`src/rtl/leds_sequencer_if.sv`:
```
// Avalon buses of the LED sequencer: config slave port (s1) and LED-register master port (m1).
// The "slave" modport is the sequencer's view, "master" is the system/CPU side.
interface leds_sequencer_if;
  logic [1:0]  avs_s1_address;
  logic        avs_s1_write;
  logic [15:0] avs_s1_writedata;
  logic        avs_s1_read;
  logic [15:0] avs_s1_readdata;
  logic [3:0]  avm_m1_address;
  logic        avm_m1_write;
  logic [7:0]  avm_m1_writedata;
  logic        avm_m1_waitrequest;

  modport slave (
    input  avs_s1_address, avs_s1_write, avs_s1_writedata, avs_s1_read,
    output avs_s1_readdata,
    output avm_m1_address, avm_m1_write, avm_m1_writedata,
    input  avm_m1_waitrequest
  );

  modport master (
    output avs_s1_address, avs_s1_write, avs_s1_writedata, avs_s1_read,
    input  avs_s1_readdata,
    input  avm_m1_address, avm_m1_write, avm_m1_writedata,
    output avm_m1_waitrequest
  );
endinterface

```
`src/rtl/leds_sequencer.sv`:
```
// LED frame sequencer: config/step event in cycle N -> LED write in N+1; zero-wait-state readback.
// Waitrequest holds the write stable; events arriving meanwhile collapse into one pending frame.
module leds_sequencer #(
  parameter int TICK_W = 16
) (
  input  logic                    csi_clk,
  input  logic                    csi_reset_n,
  leds_sequencer_if.slave         bus
);

  typedef enum logic {S_IDLE, S_WRITE} state_t;

  logic              en_q;
  logic [1:0]        mode_q;
  logic [7:0]        pattern_q;
  logic [TICK_W-1:0] period_q;
  logic [TICK_W-1:0] cnt_q;
  logic [7:0]        frame_q;
  logic              phase_q;
  logic              overrun_q;
  logic              pend_q;
  logic [7:0]        pend_dat_q;
  state_t            state_q;
  logic              wr_vld_q;
  logic [7:0]        wr_dat_q;
  logic [15:0]       rd_dat;

  logic       wr_ctrl, wr_pat, wr_per, wr_sts, cfg_wr;
  logic       running, step, new_en, dis_ev, reload, ev_vld;
  logic [7:0] new_pat, step_frame, ev_dat;

  assign wr_ctrl = bus.avs_s1_write && (bus.avs_s1_address == 2'd0);
  assign wr_pat  = bus.avs_s1_write && (bus.avs_s1_address == 2'd1);
  assign wr_per  = bus.avs_s1_write && (bus.avs_s1_address == 2'd2);
  assign wr_sts  = bus.avs_s1_write && (bus.avs_s1_address == 2'd3);
  assign cfg_wr  = wr_ctrl || wr_pat || wr_per;

  // Any config write in the same cycle discards a step (and never counts as overrun).
  assign running = en_q && (mode_q != 2'd0);
  assign step    = running && (cnt_q == period_q) && !cfg_wr;

  assign new_en  = wr_ctrl ? bus.avs_s1_writedata[0] : en_q;
  assign new_pat = wr_pat ? bus.avs_s1_writedata[7:0] : pattern_q;
  assign dis_ev  = wr_ctrl && en_q && !bus.avs_s1_writedata[0];
  assign reload  = (wr_ctrl || wr_pat) && !dis_ev;

  always_comb begin
    step_frame = frame_q;
    case (mode_q)
      2'd1:    step_frame = phase_q ? 8'h00 : pattern_q;
      2'd2:    step_frame = {frame_q[6:0], frame_q[7]};
      2'd3:    step_frame = {frame_q[0], frame_q[7:1]};
      default: step_frame = frame_q;
    endcase
  end

  assign ev_vld = (reload && new_en) || dis_ev || step;
  assign ev_dat = dis_ev ? 8'h00 : (reload ? new_pat : step_frame);

  always_ff @(posedge csi_clk or negedge csi_reset_n) begin
    if (!csi_reset_n) begin
      en_q      <= 1'b0;
      mode_q    <= 2'd0;
      pattern_q <= 8'h00;
      period_q  <= '1;
      cnt_q     <= '0;
      frame_q   <= 8'h00;
      phase_q   <= 1'b1;
      overrun_q <= 1'b0;
    end else begin
      if (wr_ctrl) {mode_q, en_q} <= bus.avs_s1_writedata[2:0];
      if (wr_pat)  pattern_q <= bus.avs_s1_writedata[7:0];
      if (wr_per)  period_q  <= bus.avs_s1_writedata[TICK_W-1:0];

      if (cfg_wr || !running || (cnt_q == period_q)) cnt_q <= '0;
      else                                           cnt_q <= cnt_q + TICK_W'(1);

      // Disabling leaves the frame untouched so STATUS still shows the last frame.
      if (reload) begin
        frame_q <= new_pat;
        phase_q <= 1'b1;
      end else if (step) begin
        frame_q <= step_frame;
        phase_q <= ~phase_q;
      end

      if (step && (state_q == S_WRITE))               overrun_q <= 1'b1;
      else if (wr_sts && bus.avs_s1_writedata[1])     overrun_q <= 1'b0;
    end
  end

  always_ff @(posedge csi_clk or negedge csi_reset_n) begin
    if (!csi_reset_n) begin
      state_q    <= S_IDLE;
      wr_vld_q   <= 1'b0;
      wr_dat_q   <= 8'h00;
      pend_q     <= 1'b0;
      pend_dat_q <= 8'h00;
    end else begin
      case (state_q)
        S_IDLE: begin
          // Same-cycle events bypass the pending flag to keep N+1 latency.
          if (ev_vld || pend_q) begin
            state_q  <= S_WRITE;
            wr_vld_q <= 1'b1;
            wr_dat_q <= ev_vld ? ev_dat : pend_dat_q;
            pend_q   <= 1'b0;
          end
        end
        S_WRITE: begin
          if (ev_vld) begin
            pend_q     <= 1'b1;
            pend_dat_q <= ev_dat;
          end
          if (!bus.avm_m1_waitrequest) begin
            state_q  <= S_IDLE;
            wr_vld_q <= 1'b0;
          end
        end
        default: state_q <= S_IDLE;
      endcase
    end
  end

  always_comb begin
    rd_dat = '0;
    if (bus.avs_s1_read) begin
      case (bus.avs_s1_address)
        2'd0: rd_dat[2:0] = {mode_q, en_q};
        2'd1: rd_dat[7:0] = pattern_q;
        2'd2: rd_dat[TICK_W-1:0] = period_q;
        default: begin
          rd_dat[0]    = wr_vld_q || pend_q;
          rd_dat[1]    = overrun_q;
          rd_dat[10:3] = frame_q;
        end
      endcase
    end
  end

  assign bus.avs_s1_readdata  = rd_dat;
  assign bus.avm_m1_address   = 4'd0;
  assign bus.avm_m1_write     = wr_vld_q;
  assign bus.avm_m1_writedata = wr_dat_q;

endmodule

```
`src/flat_wrapper.sv`:
```
// flat-port wrapper written by rule: the top's interface ports become plain ports
module leds_sequencer_flat 
#(
  parameter int TICK_W = 16
)
  (csi_clk, csi_reset_n, bus_avs_s1_address, bus_avs_s1_write, bus_avs_s1_writedata, bus_avs_s1_read, bus_avs_s1_readdata, bus_avm_m1_address, bus_avm_m1_write, bus_avm_m1_writedata, bus_avm_m1_waitrequest);
  leds_sequencer_if bus_i ();
  input  logic csi_clk;
  input  logic csi_reset_n;
  input wire logic [$bits(bus_i.avs_s1_address)-1:0] bus_avs_s1_address;
  input wire logic [$bits(bus_i.avs_s1_write)-1:0] bus_avs_s1_write;
  input wire logic [$bits(bus_i.avs_s1_writedata)-1:0] bus_avs_s1_writedata;
  input wire logic [$bits(bus_i.avs_s1_read)-1:0] bus_avs_s1_read;
  output wire logic [$bits(bus_i.avs_s1_readdata)-1:0] bus_avs_s1_readdata;
  output wire logic [$bits(bus_i.avm_m1_address)-1:0] bus_avm_m1_address;
  output wire logic [$bits(bus_i.avm_m1_write)-1:0] bus_avm_m1_write;
  output wire logic [$bits(bus_i.avm_m1_writedata)-1:0] bus_avm_m1_writedata;
  input wire logic [$bits(bus_i.avm_m1_waitrequest)-1:0] bus_avm_m1_waitrequest;
  assign bus_i.avs_s1_address = bus_avs_s1_address;
  assign bus_i.avs_s1_write = bus_avs_s1_write;
  assign bus_i.avs_s1_writedata = bus_avs_s1_writedata;
  assign bus_i.avs_s1_read = bus_avs_s1_read;
  assign bus_avs_s1_readdata = bus_i.avs_s1_readdata;
  assign bus_avm_m1_address = bus_i.avm_m1_address;
  assign bus_avm_m1_write = bus_i.avm_m1_write;
  assign bus_avm_m1_writedata = bus_i.avm_m1_writedata;
  assign bus_i.avm_m1_waitrequest = bus_avm_m1_waitrequest;
  leds_sequencer #(.TICK_W(TICK_W)) u_core (.csi_clk(csi_clk), .csi_reset_n(csi_reset_n), .bus(bus_i));
endmodule
```
`config.mk`:
```
export PLATFORM = sky130hd
export DESIGN_NAME = leds_sequencer_flat
export DESIGN_NICKNAME = d
export VERILOG_FILES = /design/src/rtl/leds_sequencer_if.sv /design/src/rtl/leds_sequencer.sv /design/src/flat_wrapper.sv
export SDC_FILE = /design/constraint.sdc
export NUM_CORES = 1
export LEC_CHECK = 0
export ABC_AREA = 1
export CAP_MARGIN = 5
export CORE_ASPECT_RATIO = 1.25
export CORE_UTILIZATION = 60
export DETAILED_ROUTE_END_ITERATION = 8
export PLACE_DENSITY = 0.86
export SLEW_MARGIN = 10
export SYNTH_ARGS = -nofsm -noshare
export SYNTH_HDL_FRONTEND = slang
export SYNTH_SLANG_ARGS = --single-unit
```
`constraint.sdc`:
```
create_clock -name csi_clk -period 2.9 [get_ports csi_clk]
set_input_delay 0.58 -clock csi_clk [delete_from_list [all_inputs] [get_ports csi_clk]]
set_output_delay 0.58 -clock csi_clk [all_outputs]
set_load 0.05 [all_outputs]
```
== Yosys cells after proc, flatten, opt, wreduce, memory -nomap -nowiden ==
Index checks and enable logic that the tools add are counted.
Cells by class
  $add $sub $neg: 1
  equal/unequal tests: 10
  mux-type cells: 29
  bitwise operators: 2
  reductions and logical operators: 33
Operators with widths (number)
  two-way mux 8 bit: 7
  two-way mux 16 bit: 2
  one-hot mux 8 bit (3 select lines): 1
  adder 16 x 1 -> 16 bit, second input constant: 1
  equality test 16 bit: 1
  one-hot mux 5 bit (3 select lines): 1
  logical AND 1 bit: 13
  two-way mux 1 bit: 11
  equality test 2 bit, second input constant: 4
  logical OR 1 bit: 8
  one-hot mux 1 bit (2 select lines): 3
  one-hot mux 2 bit (3 select lines): 1
  one-hot mux 3 bit (2 select lines): 1
  AND reduction 2 bit: 3
  nonzero test 2 bit: 3
  two-way mux 5 bit: 1
  equality test 2 x 1 -> 1 bit, second input constant: 2
  logical NOT 1 bit: 4
  != test 2 bit, second input constant: 2
  one-hot mux 1 bit (3 select lines): 1
  logical NOT 2 bit: 1
  != test 2 x 1 -> 1 bit, second input constant: 1
  inverter 1 bit: 2
  OR reduction 2 bit: 1
Storage, ports and cells
  register bits: 72
  input bits: 23
  output and inout bits: 29
  logic and storage cells: 88

== Depth between registers and ports, before layout ==
Gate-level depths: netlist of the first run.
  depth in word-level cells: 12
  gate-level depth with buffers: 14

== Worst setup path after synthesis of the first run ==
Ideal clock, no wire load.
  kind: input -> output
  start point: in bus_avs_s1_read
  end point: out bus_avs_s1_readdata[11]
  data arrival time: 2.053 ns
  data required time: 2.320 ns
  path slack: 0.267 ns
  stages on the path: 3
  path through: clkbuf_1 -> inv_1 -> nor3_1
Between the ends
  cells in the longest elaborated chain, start to end: 1
Ends and longest elaborated chain
  from (decl): line flat_wrapper.sv:13  | input wire logic [$bits(bus_i.avs_s1_read)-1:0] bus_avs_s1_read;
  two-way mux 16 bit: line leds_sequencer.sv:127  | if (bus.avs_s1_read) begin
  to (decl): line flat_wrapper.sv:14  | output wire logic [$bits(bus_i.avs_s1_readdata)-1:0] bus_avs_s1_readdata;
No other way between the ends.

== Final worst setup path of the first run ==
  start point: in bus_avs_s1_address[1]
  end point: out bus_avs_s1_readdata[10]
Between the ends
  cells in the longest elaborated chain, start to end: 4
  elaborated cells between the ends (all ways): 6
Ends and longest elaborated chain
  from (decl): line flat_wrapper.sv:10  | input wire logic [$bits(bus_i.avs_s1_address)-1:0] bus_avs_s1_address;
  equality test 2 x 1 -> 1 bit / logical NOT 2 bit (equally long branches): line leds_sequencer.sv:128  | case (bus.avs_s1_address)
  OR reduction 2 bit (no source line)
  one-hot mux 3 bit (2 select lines) (*): line leds_sequencer.sv:128
  two-way mux 16 bit (*): line leds_sequencer.sv:127
Mark *: on every way between the ends. The rest lies on a longest branch, timed or not.

==> results_dict.tcl, run 1 <==
set metrics [dict create \
    status "finished, final reports clean" \
    dieArea_mm2 0.00709 \
    power_switching_share 0.384 \
    dpl.hpwl_mm 8.13 \
    r2r_end "u_core.frame_q[5]" \
    clock_power_share 0.243 \
    synth_top_area_frac 0.340 \
    hold_buffers 0 \
    htree_levels 3 \
    wl_per_cell_um 14.6 \
    grt_pass1_wl_mm 17.4 \
    grt_max_degree 43 \
    setup_viol 0 \
    grt_util_all_layers 0.330 \
    grt_pass1_vias 3852 \
    ant_nets 0 \
    overflow 0 \
    syn_avg_cell_area_um2 7.03 \
    clk_pin_slew_ns 0.08 \
    cts_tree "yes" \
    p_leak_nw 2.47 \
    antenna_found_initial 0 \
    drive_gt1_frac 0.129 \
    post-route-period-util 0.939 \
    final_cells 722 \
    yosys.area.top_type "dfrtp_1" \
    critPathKind "in -> out" \
    worstPathRequired_ns 2.32 \
    area_growth_pct 22.7 \
    yosys-top-cells-area "dfrtp_1 (34%), nand2_1 (21%), dfstp_2 (11%), inv_1 (5.7%), nand3_1 (3.8%)" \
    rows 33 \
    reg2reg_slack_ns 0.73 \
    gp_congestion 0.936 \
    final_max_slew_viol_count 0 \
    worstPathMaxFanout 9 \
    postSynthCellCount 576 \
    yosysMostFrequentCell "nand2_1" \
    diodes 0 \
    ff2ff_path_depth 10 \
    postSynth.asyncResetShare 1.00 \
    clock_latency_ns 0.36 \
    finalPower_mw 3.38 \
    dp.cells 706 \
    layout.nets 654 \
    die_w_um 75.5 \
    finClkSkew_ns 0.00727 \
    power.switching_mw 1.30 \
    synthesis.area_mm2 0.00405 \
    ys_types 33 \
    viasPerCell 5.45 \
    finalCriticalPeriod_ns 2.72 \
    io_buffers 47 \
    power_density_mw_per_mm2 680 \
    cts_made_buffers 9 \
    root_buffer "clkbuf_8" \
    postCtsSetupBuffers 0 \
    worstReg2RegStart "u_core.period_q[12]" \
    hold_path.class "in -> async" \
    die_height_um 93.9 \
    via_count 3935 \
    ys_seq_elements 72 \
    drtIter0Drc 276 \
    yosys_warnings 0 \
    clock-sinks 72 \
    route.detailed.drc 0 \
    clockBufferDepth 2 \
    slew-limit-headroom 0.516 \
    wl_mm 10.5 \
    start_kind "input pin" \
    ys_top_cells_by_count "nand2_1 (232), inv_1 (62), dfrtp_1 (55), nor2_1 (39), nand3_1 (31)" \
    tightest_slew_ns 0.726 \
    initial_core_util 0.621 \
    pin_count 52 \
    worst_ep_arrival_time_ns 2.14 \
    cts_resized 0 \
    p_int_mw 2.08 \
    comb_power_share 0.345 \
    setup-tns-final_ns 0 \
    p_seq_frac 0.412 \
    ys.flop_type "dfrtp_1" \
    synth_edf_count 0 \
    vdd_drop_max_uv 579 \
    timing.max_cap.violations 0 \
    synth-seq-area-share 0.450 \
    fmax_mhz 367 \
    worstSetupEndpointType "output pin" \
    drt_pass1_iterations 5 \
    rsz0062_at_grt "false" \
    hold_violations 0 \
    core_mm2 0.00652 \
]
[flip-flops by register name (all words and copies together), names as in the netlist]
name                         cells
u_core.bus.avm_m1_write          1
u_core.overrun_q                 1
u_core.frame_q                   8
u_core.pend_q                    1
u_core.period_q                 16
u_core.mode_q                    2
u_core.en_q                      1
u_core.phase_q                   1
u_core.pend_dat_q                8
u_core.bus.avm_m1_writedata      8
u_core.cnt_q                    16
u_core.state_q                   1
u_core.pattern_q                 8
[kinds of logic (layout without fill, tap and decap cells)]
family | Yosys count | in the layout | share of synthesized area
XOR/XNOR | 4 | 4 | 0.00865
multiplexers | 1 | 1 | 0.00278
buffers and inverters | 90 | 146 | 0.0908
AO/OA/AOI/OAI | 73 | 73 | 0.0988
other | 1 | 4 | 0.000926
flip-flops | 72 | 72 | 0.450
AND/OR/NAND/NOR | 334 | 334 | 0.345
adder cells (fa/ha/maj) | 1 | 1 | 0.00309
[power by group through the flow]
stage          Clock [mW]  Combinational [mW]  Sequential (mW)
2_1_floorplan           0               0.628             1.53
3_3_place_gp            0                1.13             1.40
3_5_place_dp            0                1.16             1.41
4_1_cts             0.824                1.17             1.39
5_1_grt             0.858                1.28             1.42
6_report            0.820                1.17             1.39
[worst max-delay path: stages]
cell and delay (ns):
clkdlybuf4s50_1 0.60, nand2_1 0.30, inv_1 0.17, nand2_1 0.06, a21oi_1 0.24, buf_12 0.17
[per-stage QoR]
stage           util  hold slack, ns  cell area [um2]  setup slack (ns)
2_1_floorplan      -           0.284             4060             0.267
3_3_place_gp   0.731           0.462             4770             0.175
3_5_place_dp   0.731           0.466             4770             0.111
4_1_cts        0.762           0.290             4970             0.114
5_1_grt        0.762           0.328             4970            0.0336
6_report       0.762           0.269             4970             0.178
[worst max path at each step]
stage	cells after the start	from	end
2_1_floorplan	3	bus_avs_s1_read	bus_avs_s1_readdata[11]
3_3_place_gp	7	bus_avs_s1_address[0]	bus_avs_s1_readdata[1]
3_5_place_dp	6	bus_avs_s1_address[1]	bus_avs_s1_readdata[10]
4_1_cts	7	bus_avs_s1_address[0]	bus_avs_s1_readdata[7]
5_1_grt	6	bus_avs_s1_address[1]	bus_avs_s1_readdata[10]
6_report	6	bus_avs_s1_address[1]	bus_avs_s1_readdata[10]
[routing by layer]
layer  routed length [um]  track usage  up-vias
li1                     -            -     1915
met1                 4260        0.375     1870
met2                 5590        0.597      123
met3                  422       0.0633       27
met4                  277        0.122        0
met5                    0            0        -
[final cells by class]
cell class                      instances  area [um2]
Tap cell                               87         109
Clock buffer                           13         159
Sequential cell                        72        1820
Clock inverter                          3        40.0
Inverter                               76         288
Timing Repair Buffer                   54         678
Multi-Input combinational cell        417        1870
Fill cell                             527        1550
[cell usage in the layout, fill, tap and decap left out, types with 4 or more instances in the layout]
master           Yosys  final
nand3_1             31     31
a21oi_1             25     25
o21ai_0             30     30
buf_12               0     16
conb_1               1      4
nand2_2              4      5
inv_2               13     13
clkbuf_8             0     11
nor3_1              11     11
dfrtp_1             55     55
nand4_1              7      7
inv_1               62     62
dfstp_2             17     17
o221ai_1             4      4
clkdlybuf4s50_1      0     30
nor2_1              39     39
buf_4                5      7
o21ai_1              6      6
nand2_1            232    231
Power figures use the tool's default switching activity.
==> run 2: changes to the inputs <==
TNS_END_PERCENT = 30   (was unset)
==> results of run 2 <==
Final layout, timing and power as in run 1 (identical DEF).
==> run 3: changes to the inputs <==
TNS_END_PERCENT = unset   (was 30)
==> results of run 3 <==
Final layout, timing and power as in run 1 (identical DEF).
